==> src/rtl/key_sel_pkg.sv <==
// Shared types for the waveform-select key: debounce FSM states, waveform codes
// and the waveform-step helper.
package key_sel_pkg;

  typedef enum logic [1:0] {
    IDLE       = 2'd0,
    PRESS_DB   = 2'd1,
    HELD       = 2'd2,
    RELEASE_DB = 2'd3
  } key_state_e;

  localparam logic [1:0] WAVE_SINE   = 2'd0;
  localparam logic [1:0] WAVE_SQUARE = 2'd1;
  localparam logic [1:0] WAVE_TRI    = 2'd2;
  localparam logic [1:0] WAVE_SAW    = 2'd3;

  // Next waveform code; the last available waveform wraps back to sine.
  function automatic logic [1:0] wave_next(input logic [1:0] cur, input int unsigned wave_num);
    if (32'(cur) >= wave_num - 32'd1) return WAVE_SINE;
    return cur + 2'd1;
  endfunction

endpackage

==> src/rtl/key_sync.sv <==
// Two-flop synchroniser for the asynchronous key input; both flops reset to RST_VAL.
module key_sync #(
  parameter logic RST_VAL = 1'b1
) (
  input  logic iclk,
  input  logic irstn,
  input  logic id,
  output logic oq
);

  logic meta_q;
  logic sync_q;

  always_ff @(posedge iclk) begin
    if (!irstn) begin
      meta_q <= RST_VAL;
      sync_q <= RST_VAL;
    end else begin
      meta_q <= id;
      sync_q <= meta_q;
    end
  end

  assign oq = sync_q;

endmodule

==> src/rtl/key_sel_debounce.sv <==
// Debounces the active-low waveform-select key and steps the waveform register on each press.
// Optional long-press return-to-sine is enabled with KEY_SEL_LONGPRESS_EN.
module key_sel_debounce
  import key_sel_pkg::*;
#(
  parameter int unsigned DEB_CNT  = 8,
  parameter int unsigned WAVE_NUM = 4,
  parameter int unsigned LONG_CNT = 1024
) (
  input  logic       iclk,
  input  logic       irstn,
  input  logic       ikey_sel_n,
  output logic       opress_pulse,
  output logic       orelease_pulse,
  output logic       okey_state,
  output logic [1:0] owave_sel,
  output logic       olong_pulse
);

  localparam int unsigned CNT_W  = (DEB_CNT > 1) ? $clog2(DEB_CNT) : 1;
  localparam int unsigned LONG_W = (LONG_CNT > 1) ? $clog2(LONG_CNT) : 1;

  logic key_s;

  key_sync #(.RST_VAL(1'b1)) u_key_sync (
    .iclk  (iclk),
    .irstn (irstn),
    .id    (ikey_sel_n),
    .oq    (key_s)
  );

  key_state_e       state_q, state_d;
  logic [CNT_W-1:0] cnt_q, cnt_d;
  logic             press_q, press_d;
  logic             release_q, release_d;
  logic             key_state_q, key_state_d;
  logic [1:0]       wave_q, wave_d;
  logic             long_pulse_q, long_pulse_d;
`ifdef KEY_SEL_LONGPRESS_EN
  logic [LONG_W-1:0] long_cnt_q, long_cnt_d;
  logic              long_done_q, long_done_d;
`endif

  always_ff @(posedge iclk) begin
    if (!irstn) begin
      state_q      <= IDLE;
      cnt_q        <= '0;
      press_q      <= 1'b0;
      release_q    <= 1'b0;
      key_state_q  <= 1'b0;
      wave_q       <= WAVE_SINE;
      long_pulse_q <= 1'b0;
`ifdef KEY_SEL_LONGPRESS_EN
      long_cnt_q   <= '0;
      long_done_q  <= 1'b1;
`endif
    end else begin
      state_q      <= state_d;
      cnt_q        <= cnt_d;
      press_q      <= press_d;
      release_q    <= release_d;
      key_state_q  <= key_state_d;
      wave_q       <= wave_d;
      long_pulse_q <= long_pulse_d;
`ifdef KEY_SEL_LONGPRESS_EN
      long_cnt_q   <= long_cnt_d;
      long_done_q  <= long_done_d;
`endif
    end
  end

  always_comb begin
    state_d      = state_q;
    cnt_d        = cnt_q;
    press_d      = 1'b0;
    release_d    = 1'b0;
    key_state_d  = key_state_q;
    wave_d       = wave_q;
    long_pulse_d = 1'b0;
`ifdef KEY_SEL_LONGPRESS_EN
    long_cnt_d   = long_cnt_q;
    long_done_d  = long_done_q;
`endif

    unique case (state_q)
      IDLE: begin
        if (!key_s) begin
          state_d = PRESS_DB;
          cnt_d   = '0;
        end
      end
      PRESS_DB: begin
        if (key_s) begin
          state_d = IDLE;
        end else if (cnt_q == CNT_W'(DEB_CNT - 1)) begin
          state_d     = HELD;
          press_d     = 1'b1;
          key_state_d = 1'b1;
          wave_d      = wave_next(wave_q, WAVE_NUM);
`ifdef KEY_SEL_LONGPRESS_EN
          long_cnt_d  = '0;
          long_done_d = 1'b0;
`endif
        end else begin
          cnt_d = cnt_q + CNT_W'(1);
        end
      end
      HELD: begin
        if (key_s) begin
          state_d = RELEASE_DB;
          cnt_d   = '0;
        end
      end
      RELEASE_DB: begin
        if (!key_s) begin
          state_d = HELD;
        end else if (cnt_q == CNT_W'(DEB_CNT - 1)) begin
          state_d     = IDLE;
          release_d   = 1'b1;
          key_state_d = 1'b0;
        end else begin
          cnt_d = cnt_q + CNT_W'(1);
        end
      end
      default: state_d = IDLE;
    endcase

`ifdef KEY_SEL_LONGPRESS_EN
    // Long counter only advances in HELD, so a release bounce pauses it without clearing it.
    if (state_q == HELD && !long_done_q) begin
      if (long_cnt_q == LONG_W'(LONG_CNT - 1)) begin
        long_pulse_d = 1'b1;
        long_done_d  = 1'b1;
        wave_d       = WAVE_SINE;
      end else begin
        long_cnt_d = long_cnt_q + LONG_W'(1);
      end
    end
`endif
  end

`ifndef KEY_SEL_LONGPRESS_EN
  // Long-press width is irrelevant when the feature is not built.
  logic unused_long_c;
  assign unused_long_c = ^LONG_W;
`endif

  assign opress_pulse   = press_q;
  assign orelease_pulse = release_q;
  assign okey_state     = key_state_q;
  assign owave_sel      = wave_q;
  assign olong_pulse    = long_pulse_q;

endmodule

==> config.mk <==
export PLATFORM = sky130hd
export DESIGN_NAME = key_sel_debounce
export DESIGN_NICKNAME = d
export VERILOG_FILES = /design/src/rtl/key_sel_pkg.sv /design/src/rtl/key_sync.sv /design/src/rtl/key_sel_debounce.sv
export SDC_FILE = /design/constraint.sdc
export NUM_CORES = 1
export LEC_CHECK = 0
export ABC_AREA = 0
export BUFFER_PORTS_ARGS = -buffer_cell sky130_fd_sc_hd__buf_4
export CAP_MARGIN = 25
export CELL_PAD_IN_SITES_DETAIL_PLACEMENT = 1
export CELL_PAD_IN_SITES_GLOBAL_PLACEMENT = 2
export CORE_UTILIZATION = 36
export CTS_BUF_LIST = sky130_fd_sc_hd__clkbuf_2 sky130_fd_sc_hd__clkbuf_4 sky130_fd_sc_hd__clkbuf_8
export CTS_CLUSTER_DIAMETER = 150
export DETAILED_ROUTE_END_ITERATION = 6
export GPL_TIMING_DRIVEN = 0
export PLACE_DENSITY = 0.91
export SYNTH_ARGS = -nofsm -noshare
export SYNTH_HDL_FRONTEND = slang
export SYNTH_SLANG_ARGS = --single-unit
==> constraint.sdc <==
create_clock -name iclk -period 2.68 [get_ports iclk]
set_clock_uncertainty 0.1 [all_clocks]
set_input_delay 0.134 -clock iclk [delete_from_list [all_inputs] [get_ports iclk]]
set_output_delay 0.134 -clock iclk [all_outputs]
set_load 0.1 [all_outputs]
==> reports/results.txt <==
status - finished, final reports clean
fmax - 0.598 GHz
Placement Cell Area - 584 um2
Worst-path clk slew - 0.07 ns
drt total wl - 971 um
DRC Markers - 0
initial core utilization - 38.9%
CTS tree - done
Worst Hold Slack - 0.327 ns
final setup violating endpoints - 0
GR Overflow Total - 0
area share of the largest cell type after synthesis - 46.8%
final worst-path cycle share - 62.4%
Total GRT Usage - 16.4%
syn nets - 58
TritonCTS Buffers - 3
Power Density - 489 nW/um2
clk sink count - 12
worst endpoint data arrival time - 1.74 ns
chip width - 39.8 um
number of post-CTS setup repair buffers - 0
DRT iter0 DRCs - 5
Tmin final - 1.67 ns
Setup crit end kind - flop
commonest non-fill, non-tap cell in the layout - dfxtp_1
Finished Core Util - 48.3%
row cnt - 13
critical path class - flop to flop
Max clock buf depth - 2
port bufs - 7
GPL Wtd Cong - 0.632
initial antenna violation count - 0
Seq/Total Area, Yosys - 46.8%
Pins Over Slew Limit - 0
H-Tree Depth - 1
synthesized cell area - 513 um2
drt pass-1 iters - 2
RSZ-0062 raised after global routing - no
worst-skew pair later-pin latency - 0.27 ns
Startpoint Class - flop
Worst Path Max Fanout - 7
dominant cell type by area after synthesis - dfxtp_1
Inserted Diodes - 0
most frequent cells in the layout - dfxtp_1 (12), buf_4 (8), nor2_1 (5)
Peak VDD IR - 0.000235 V
syn_area_per_cell - 9.87 um2
hold crit path type - flop to flop
Distinct cells, synth - 25
via/cell ratio - 5.01
final instance area - 637 um2
max_cap viols - 0
required time of the critical path - 2.75 ns
IO Pins - 9
routed vias - 401
R2R Setup Slk - 1.01 ns
P&R area growth vs syn - 24.1%
final setup TNS - 0 ns
Gate Count Post-Synth - 52
LEAKAGE - 0.258 nW
dpl hpwl - 660 um
Die Height - 39.8 um
Hold Vio Cnt, Final - 0
Synth Register Bits - 12
DR WL/cell - 12.1 um
top post-synthesis cells by area - dfxtp_1 (47%), ha_1 (7.3%), mux2i_1 (3.9%)
CTS root buffer - clkbuf_4
first-pass GRT wire length - 1590 um
layout cells sized above 1 - 23.1%
vias in the first global route - 377
Core Footprint - 1320 um2
Yosys warning total - 0
die area - 1580 um2
nets@finish - 73
largest net degree at the start of global routing - 8
DRT antenna net count - 0
## per-stage QoR
step	power, mW	setup slack [ns]	std cells
after floorplan	0.198	0.965	52
after global placement	0.202	1.03	74
after detailed placement	0.203	1.03	74
after CTS	0.316	1.01	80
after global routing	0.328	0.863	80
final	0.311	1.01	80
## area by class of cell
type	instances	area, um2
well taps	15	18.8
inverters	2	7.51
fillers	152	681
multi-input cells	34	238
repair buffers	10	82.6
clock buffers	3	22.5
flip-flops and latches	12	240
plain buffers	4	27.5
## registers in the layout (all words and copies together), names as in the netlist, named ones only
signal / cells
cnt_q: 3
okey_state: 1
opress_pulse: 1
orelease_pulse: 1
owave_sel: 2
state_q: 1
u_key_sync.meta_q: 1
u_key_sync.oq: 1
## kinds of logic after synthesis
logic type	Yosys count	synth area share [%]
other cells	1	0.731
buf+inv	6	6.83
simple gates	18	20.2
xor+xnor	2	4.88
mux	2	3.90
compound gates	8	9.27
fa+ha+maj	3	7.32
flops	12	46.8
## final timing paths
path,startpoint,endpoint,cells after the start
worst max register to register,cnt_q[0],okey_state,6
worst min-delay path,u_key_sync.meta_q,u_key_sync.oq,1
worst max-delay path,cnt_q[0],okey_state,6
worst min register to register,u_key_sync.meta_q,u_key_sync.oq,1
## routing by layer
metal  wire [um]  vias up  track usage (%)
li1            -      201                -
met1         466      188             18.8
met2         453        8             25.8
met3          32        4             5.11
met4          18        0             10.3
met5           0        -                0
## cells in the mapped netlist (all sizes together)
cell / n
a21oi: 2
nand2b: 2
mux2i: 2
a211oi: 1
nand2: 3
buf: 3
and2: 1
inv: 2
clkbuf: 1
and4bb: 1
or4b: 1
nand4b: 2
xor2: 1
nand3: 1
o21a: 1
dfxtp: 12
nor3: 2
xnor2: 1
nor2: 5
o21ai: 2
conb: 1
a31oi: 2
ha: 3
## what timing repair did
item / in CTS / in global routing
hold buffers: 3 / 0
endpoints found under the hold margin: 3 / 0
resized for setup: 0 / 0
## critical path: stages, from the launching register on
cell      delay (ns)
dfxtp_1         0.38
ha_1            0.16
ha_1            0.23
and2_1          0.15
clkbuf_1        0.25
a31oi_1         0.13
o21a_1          0.17
## where the power goes
| group | switching, mW | total [mW] | leakage, nW | internal (mW) |
|---|---|---|---|---|
| Clock | 0.0573 | 0.109 | 0.0138 | 0.0520 |
| Sequential | 0.000981 | 0.181 | 0.0972 | 0.180 |
| Combinational | 0.0129 | 0.0211 | 0.147 | 0.00824 |
(Power assumes the default switching activity.)
